## src/rtl/button_debounce.sv

```systemverilog
// button_debounce
//   Four independent push-button debouncers with edge pulses, LED toggles
//   and a shared press counter.
//
//   State table (one FSM per channel):
//     state   | meaning
//     IDLE_LO | accepted level is 0, waiting for s2 to go high
//     DEB_HI  | s2 high, counting toward acceptance of a 1
//     IDLE_HI | accepted level is 1, waiting for s2 to go low
//     DEB_LO  | s2 low, counting toward acceptance of a 0
//
//   Parameters
//     DB_CYCLES  consecutive synchronized cycles a new level must hold (1..2^CNT_W-1)
//     CNT_W      width of each per-channel debounce counter
//   Ports
//     clk        single clock, rising edge
//     rst        synchronous active-high reset, highest priority
//     btn[3:0]   raw asynchronous button levels
//     db[3:0]    debounced level per channel
//     press[3:0] one-cycle pulse when db rises
//     rel[3:0]   one-cycle pulse when db falls ("release" is a reserved word)
//     tog[3:0]   inverts on every accepted press
//     press_cnt  accepted presses over all channels, modulo 256
module button_debounce #(
  parameter int DB_CYCLES = 16,
  parameter int CNT_W     = 20
) (
  input  logic       clk,
  input  logic       rst,
  input  logic [3:0] btn,
  output logic [3:0] db,
  output logic [3:0] press,
  output logic [3:0] rel,
  output logic [3:0] tog,
  output logic [7:0] press_cnt
);

  typedef enum logic [1:0] {IDLE_LO, DEB_HI, IDLE_HI, DEB_LO} state_t;

  localparam logic [CNT_W-1:0] CNT_LAST = CNT_W'(DB_CYCLES - 1);
  localparam bit               SHORT    = (DB_CYCLES == 1);

  logic [3:0] s1;
  logic [3:0] s2;
  logic [3:0] rise;

  always_ff @(posedge clk) begin
    if (rst) begin
      s1 <= '0;
      s2 <= '0;
    end else begin
      s1 <= btn;
      s2 <= s1;
    end
  end

  for (genvar i = 0; i < 4; i++) begin : g_ch
    state_t           st;
    logic [CNT_W-1:0] cnt;
    logic             db_q;
    logic             press_q;
    logic             rel_q;
    logic             tog_q;

    // Same-edge view of "this channel commits a press", so press_cnt
    // advances on the edge that raises press rather than one cycle later.
    assign rise[i] = s2[i] & (((st == IDLE_LO) & SHORT) |
                              ((st == DEB_HI) & (cnt == CNT_LAST)));

    always_ff @(posedge clk) begin
      if (rst) begin
        st      <= IDLE_LO;
        cnt     <= '0;
        db_q    <= 1'b0;
        press_q <= 1'b0;
        rel_q   <= 1'b0;
        tog_q   <= 1'b0;
      end else begin
        press_q <= 1'b0;
        rel_q   <= 1'b0;
        case (st)
          IDLE_LO: begin
            if (s2[i]) begin
              if (SHORT) begin
                st      <= IDLE_HI;
                db_q    <= 1'b1;
                press_q <= 1'b1;
                tog_q   <= ~tog_q;
              end else begin
                st  <= DEB_HI;
                cnt <= CNT_W'(1);
              end
            end
          end
          DEB_HI: begin
            if (!s2[i]) begin
              st  <= IDLE_LO;
              cnt <= '0;
            end else if (cnt == CNT_LAST) begin
              st      <= IDLE_HI;
              cnt     <= '0;
              db_q    <= 1'b1;
              press_q <= 1'b1;
              tog_q   <= ~tog_q;
            end else begin
              cnt <= cnt + CNT_W'(1);
            end
          end
          IDLE_HI: begin
            if (!s2[i]) begin
              if (SHORT) begin
                st    <= IDLE_LO;
                db_q  <= 1'b0;
                rel_q <= 1'b1;
              end else begin
                st  <= DEB_LO;
                cnt <= CNT_W'(1);
              end
            end
          end
          DEB_LO: begin
            if (s2[i]) begin
              st  <= IDLE_HI;
              cnt <= '0;
            end else if (cnt == CNT_LAST) begin
              st    <= IDLE_LO;
              cnt   <= '0;
              db_q  <= 1'b0;
              rel_q <= 1'b1;
            end else begin
              cnt <= cnt + CNT_W'(1);
            end
          end
          default: begin
            st  <= IDLE_LO;
            cnt <= '0;
          end
        endcase
      end
    end

    assign db[i]    = db_q;
    assign press[i] = press_q;
    assign rel[i]   = rel_q;
    assign tog[i]   = tog_q;
  end

  always_ff @(posedge clk) begin
    if (rst) begin
      press_cnt <= '0;
    end else begin
      press_cnt <= press_cnt + 8'($countones(rise));
    end
  end

endmodule

```

## config.mk

```make
export PLATFORM = sky130hd
export DESIGN_NAME = button_debounce
export DESIGN_NICKNAME = d
export VERILOG_FILES = /design/src/rtl/button_debounce.sv
export SDC_FILE = /design/constraint.sdc
export NUM_CORES = 1
export LEC_CHECK = 0
export CAP_MARGIN = 20
export CORE_MARGIN = 5
export CORE_UTILIZATION = 45
export CTS_CLUSTER_SIZE = 24
export DETAILED_ROUTE_END_ITERATION = 10
export GPL_TIMING_DRIVEN = 0
export PLACE_DENSITY = 0.67
export SYNTH_ARGS = -nofsm -noshare
export SYNTH_HDL_FRONTEND = slang
export SYNTH_SLANG_ARGS = --single-unit
```

## constraint.sdc

```tcl
create_clock -name clk -period 3 [get_ports clk]
set_clock_uncertainty 0.1 [all_clocks]
set_input_delay 0.45 -clock clk [delete_from_list [all_inputs] [get_ports clk]]
set_output_delay 0.45 -clock clk [all_outputs]
set_load 0.1 [all_outputs]
```

-- Word-level counts from Yosys, hierarchy flattened
Index checks and enable logic that the tools add are counted.
- bits in registers: 120
- input bits: 6
- output and inout bits: 24
- logic and storage cells: 215
- add/sub/neg operators: 8
- equality and inequality tests: 48
- mux-type cells: 76
- bitwise operators: 24
- reductions and logical operators: 32
- operator list (kind ; number):
    2-to-1 mux 20 bit ; 20
    case mux 20 bit (4 select lines) ; 4
    adder 20 x 1 -> 20 bit (second input constant) ; 4
    equality test 20 x 4 -> 1 bit (second input constant) ; 4
    2-to-1 mux 2 bit ; 24
    inequality test 2 bit (second input constant) ; 20
    case mux 2 bit (4 select lines) ; 4
    OR reduction 3 bit ; 8
    2-to-1 mux 1 bit ; 20
    AND reduction 5 bit ; 4
    equality test 2 bit (second input constant) ; 8
    inverter 1 bit ; 16
    AND reduction 4 bit ; 4
    inequality test 3 x 2 -> 1 bit (second input constant) ; 4
    inequality test 3 bit (second input constant) ; 4
    AND reduction 3 bit ; 4
    adder 8 x 3 -> 8 bit ; 1
    AND 1 bit ; 8
    equality test 2 x 1 -> 1 bit (second input constant) ; 4
    zero test 2 bit ; 4
    inequality test 2 x 1 -> 1 bit (second input constant) ; 4
    case mux 1 bit (2 select lines) ; 4
    AND reduction 2 bit ; 4
    nonzero test 2 bit ; 4
    other kinds (2) ; 3

-- Longest topological paths before layout
- depth after elaboration: 6
- gate-level depth with buffers: 11
- gate-level depth less buffers: 11

-- Worst setup path before layout
OpenSTA, ideal clock, no wires.
- kind: reg2reg
- start point: reg g_ch[2].cnt[8]
- end point: reg press_cnt[6]
- library setup time: 0.128 ns
- data arrival time: 3.146 ns
- required time: 2.772 ns
- setup slack: -0.374 ns
- cell stages (with the launch flop): 11
- buffers on the path: 0
- period minus slack after synthesis: 3.374 ns
- path through: dfxtp_1 -> or4_4 -> nor4_4 -> nand4_1 -> fa_1 -> inv_1 -> fa_1 -> fa_1 -> nand3_1 -> xor2_1 -> nor2_1
- longest elaborated chain between the ends: 6
- ends and longest elaborated chain (what ; RTL line ; source):
    start, declared ; 59 ; logic [CNT_W-1:0] cnt;
    start signal, assigned ; 106 ; cnt <= cnt + CNT_W'(1);
    start signal, assigned ; 131 ; cnt <= cnt + CNT_W'(1);
    equality test 20 x 4 -> 1 bit ; 68 ; ((st == DEB_HI) & (cnt == CNT_LAST)));
    AND 1 bit ; 68 ;
    AND 1 bit ; 67 ; assign rise[i] = s2[i] & (((st == IDLE_LO) & SHORT) |
    adder 1 x 1 -> 2 bit (not written as such) ; 152 ; press_cnt <= press_cnt + 8'($countones(rise));
    adder 2 x 2 -> 3 bit (not written as such) ; 152 ;
    adder 8 x 3 -> 8 bit ; 152 ;
    end signal, assigned ; 152 ;
    end, declared ; 35 ; output logic [7:0] press_cnt
No other way between the ends.
A chain may end at the register's enable or synchronous reset.

-- Worst setup path after layout
- start point: reg g_ch[2].cnt[8]
- end point: reg press_cnt[4]
The elaborated chain is that of the path after synthesis.

==> impl_metrics.env <==
export IMPL_setup_ws_ns=-0.2709
export IMPL_postCtsHoldBufs=0
export IMPL_core_mm2=0.01262
export IMPL_tritoncts="done"
export IMPL_async_flop_share=0
export IMPL_yosysWarnings=0
export IMPL_wl_mm=14.22
export IMPL_start_kind="flip-flop"
export IMPL_clock_sinks=120
export IMPL_antenna_found_initial=1
export IMPL_insertion_delay_ns=0.42
export IMPL_fin_setup_tns_ns=-1.037
export IMPL_critical_path_class="flip-flop to flip-flop"
export IMPL_grt_first_pass_wirelength_mm=23.94
export IMPL_vias_per_cell=5.787
export IMPL_track_usage=0.1959
export IMPL_power_density_mw_per_mm2=559.2
export IMPL_gp_congestion=0.8560
export IMPL_via_count=5405
export IMPL_drt_iter0_drc=392
export IMPL_die_height_um=123.6
export IMPL_final_max_slew_viol_count=0
export IMPL_diodes=0
export IMPL_syn_instance_count=693
export IMPL_htreeDepth=4
export IMPL_hold_violations=0
export IMPL_syn_area_mm2=0.005807
export IMPL_cts_buffers_inserted=17
export IMPL_synth_edf_count=0
export IMPL_drive_gt1_frac=0.1155
export IMPL_tightestPinTransition_ns=0.9876
export IMPL_drcViolationCount=0
export IMPL_period_share=1.090
export IMPL_grt_max_degree=17
export IMPL_pre_cts_slack_ns=-0.5551
export IMPL_yosysSeqAreaShare=0.4137
export IMPL_rows=41
export IMPL_synthTopCellsByArea="dfxtp_1 (41%), nand2_1 (4.3%), a31oi_1 (4.2%), a21oi_1 (3.9%), nor2_1 (3.7%)"
export IMPL_num_nets_final=763
export IMPL_run_status="complete, but fails checks"
export IMPL_drt_pass1_iter_count=4
export IMPL_gr_total_overflow=0
export IMPL_root_buffer="clkbuf_16"
export IMPL_portBuffers=29
export IMPL_synth_top_cell_area_share=0.4137
export IMPL_finalCriticalPeriod_ns=3.271
export IMPL_die_area_mm2=0.01528
export IMPL_ir_drop_mv=0.3697
export IMPL_grt_pass1_vias=5160
export IMPL_crit_required_ns=3.18
export IMPL_maxSlewHeadroom=0.3395
export IMPL_syn_num_nets=707
export IMPL_wl_per_cell_um=15.23
export IMPL_synth_ff_type="dfxtp_1"
export IMPL_ys_seq_elements=120
export IMPL_p_leak_nw=2.576
export IMPL_syn_avg_cell_area_um2=8.379
export IMPL_die_width_um=123.6
export IMPL_crit_path_max_fanout=3
export IMPL_yosysTopAreaCell="dfxtp_1"
export IMPL_ant_nets=0
export IMPL_finalSetupViolCount=7
export IMPL_clockBufferDepth=2
export IMPL_area_growth_pct=21.12
export IMPL_pin_count=30
export IMPL_rsz0062_at_grt="yes"
export IMPL_fmax_mhz=305.7
export IMPL_violations="setup timing"
export IMPL_hold_class="flip-flop to flip-flop"
export IMPL_synthDistinctLibCells=59
export IMPL_start_util=0.4601
export IMPL_cp_end_kind="flip-flop"
export IMPL_critPathArrivalTime_ns=3.45
export IMPL_path_clk_slew_ns=0.06
export IMPL_cap_violations=0
export IMPL_dp_hpwl_mm=9.591
[sequential cells by signal (all words and copies together), names as in the netlist, named ones only]
register,count
g_ch.press_q,4
g_ch.db_q,4
press_cnt,8
g_ch.st,4
g_ch.rel_q,4
g_ch.cnt,80
g_ch.tog_q,4
s1,4
s2,4
[repair_timing]
item	in CTS	in global routing
pin swaps	8	3
setup buffers	5	2
setup endpoints to repair	8	7
gates resized for setup	6	3
[per-stage QoR]
| stage | area, µm² | cells | total power [W] | hold WS, ns | utilization |
|---|---|---|---|---|---|
| after detailed placement | 6324 | 894 | 0.001813 | 0.3204 | 0.5011 |
| final | 7033 | 934 | 0.003933 | 0.3341 | 0.5573 |
| after global routing | 7033 | 934 | 0.004030 | 0.3503 | 0.5573 |
| after CTS | 7003 | 931 | 0.003954 | 0.3331 | 0.5549 |
| after global placement | 6324 | 894 | 0.001810 | 0.3208 | 0.5011 |
| after floorplan | 5818 | 693 | 0.001763 | 0.3138 | - |
[cells in the mapped netlist, drive strengths merged (6+ instances only)]
| library cell | number |
|---|---|
| and3 | 23 |
| nor2 | 58 |
| a31oi | 39 |
| inv | 20 |
| nand4 | 25 |
| nand2 | 67 |
| xor2 | 12 |
| dfxtp | 120 |
| a22o | 8 |
| nor2b | 13 |
| mux2i | 10 |
| o21ai | 30 |
| clkbuf | 16 |
| and4 | 9 |
| a41oi | 6 |
| buf | 29 |
| nand3 | 38 |
| a21oi | 45 |
| xnor2 | 8 |
| nand2b | 11 |
| nor4 | 20 |
| nor3 | 15 |
[final timing paths]
check / slack (ns) / start / endpoint / cells after the start
worst max-delay path: -0.27 / g_ch[2].cnt[8]$_SDFFE_PP0P_ / press_cnt[4]$_SDFF_PP0_ / 11
worst min-delay path: 0.33 / s1[1]$_SDFF_PP0_ / s2[1]$_SDFF_PP0_ / 1
worst max register to register: -0.27 / g_ch[2].cnt[8]$_SDFFE_PP0P_ / press_cnt[4]$_SDFF_PP0_ / 11
worst min register to register: 0.33 / s1[1]$_SDFF_PP0_ / s2[1]$_SDFF_PP0_ / 1
[critical path, cell delays in order (launching register included)]
cell and delay, ns:
dfxtp_4 0.34, or4_4 0.52, nor4_4 0.22, buf_4 0.17, nand4_1 0.15, fa_1 0.52
inv_1 0.05, fa_2 0.35, fa_2 0.42, nand3_2 0.10, xor2_1 0.15, nor2_1 0.05
[metal layers]
metal  vias to the layer above  share of wire  wire length (µm)  GRT usage
li1                       2670              -                 -          -
met1                      2555           0.47              6646     0.2497
met2                       143           0.46              6487     0.3113
met3                        35          0.050               705    0.05041
met4                         2          0.026               373    0.08997
met5                         -        0.00077                11          0
[report_power, final]
| group | internal [W] | switching (W) | total (W) |
|---|---|---|---|
| clock | 0.00145 | 0.000700 | 0.00215 |
| combinational | 0.0000461 | 0.000110 | 0.000157 |
| sequential | 0.00161 | 0.0000148 | 0.00163 |
[layout make-up]
type                       instances  area, µm²
buffer                            45      250.2
clock buffer                      24      481.7
clock inverter                     8      142.6
fill                            1159       5587
inverter                          21      78.83
multi-input combinational        507       3107
sequential                       120       2410
tap                              172      215.2
timing repair buffer              37      347.8
[cells in the final DEF, fill, tap and decap left out, types with 10 or more instances in the layout]
cell	synthesis	final
dfxtp_1	120	116
nand2_1	67	66
nor2_1	57	57
a21oi_1	45	45
a31oi_1	39	39
nand3_1	38	36
o21ai_0	30	29
clkdlybuf4s50_1	0	29
nand4_1	25	25
and3_1	23	23
buf_4	16	23
inv_1	20	20
clkbuf_1	15	19
nor4_1	19	18
clkbuf_16	0	17
nor3_1	15	15
nor2b_1	13	13
xor2_1	12	12
nand2b_1	11	11
buf_2	10	10
mux2i_1	10	10
[cells by family after synthesis]
group	share of synthesized area
buf+inv	0.05667
flops	0.4137
mux	0.01724
simple gates	0.2715
fa+ha+maj	0.02112
compound gates	0.1896
xor+xnor	0.03017
No activity file was read; power rests on OpenSTA's default activity.
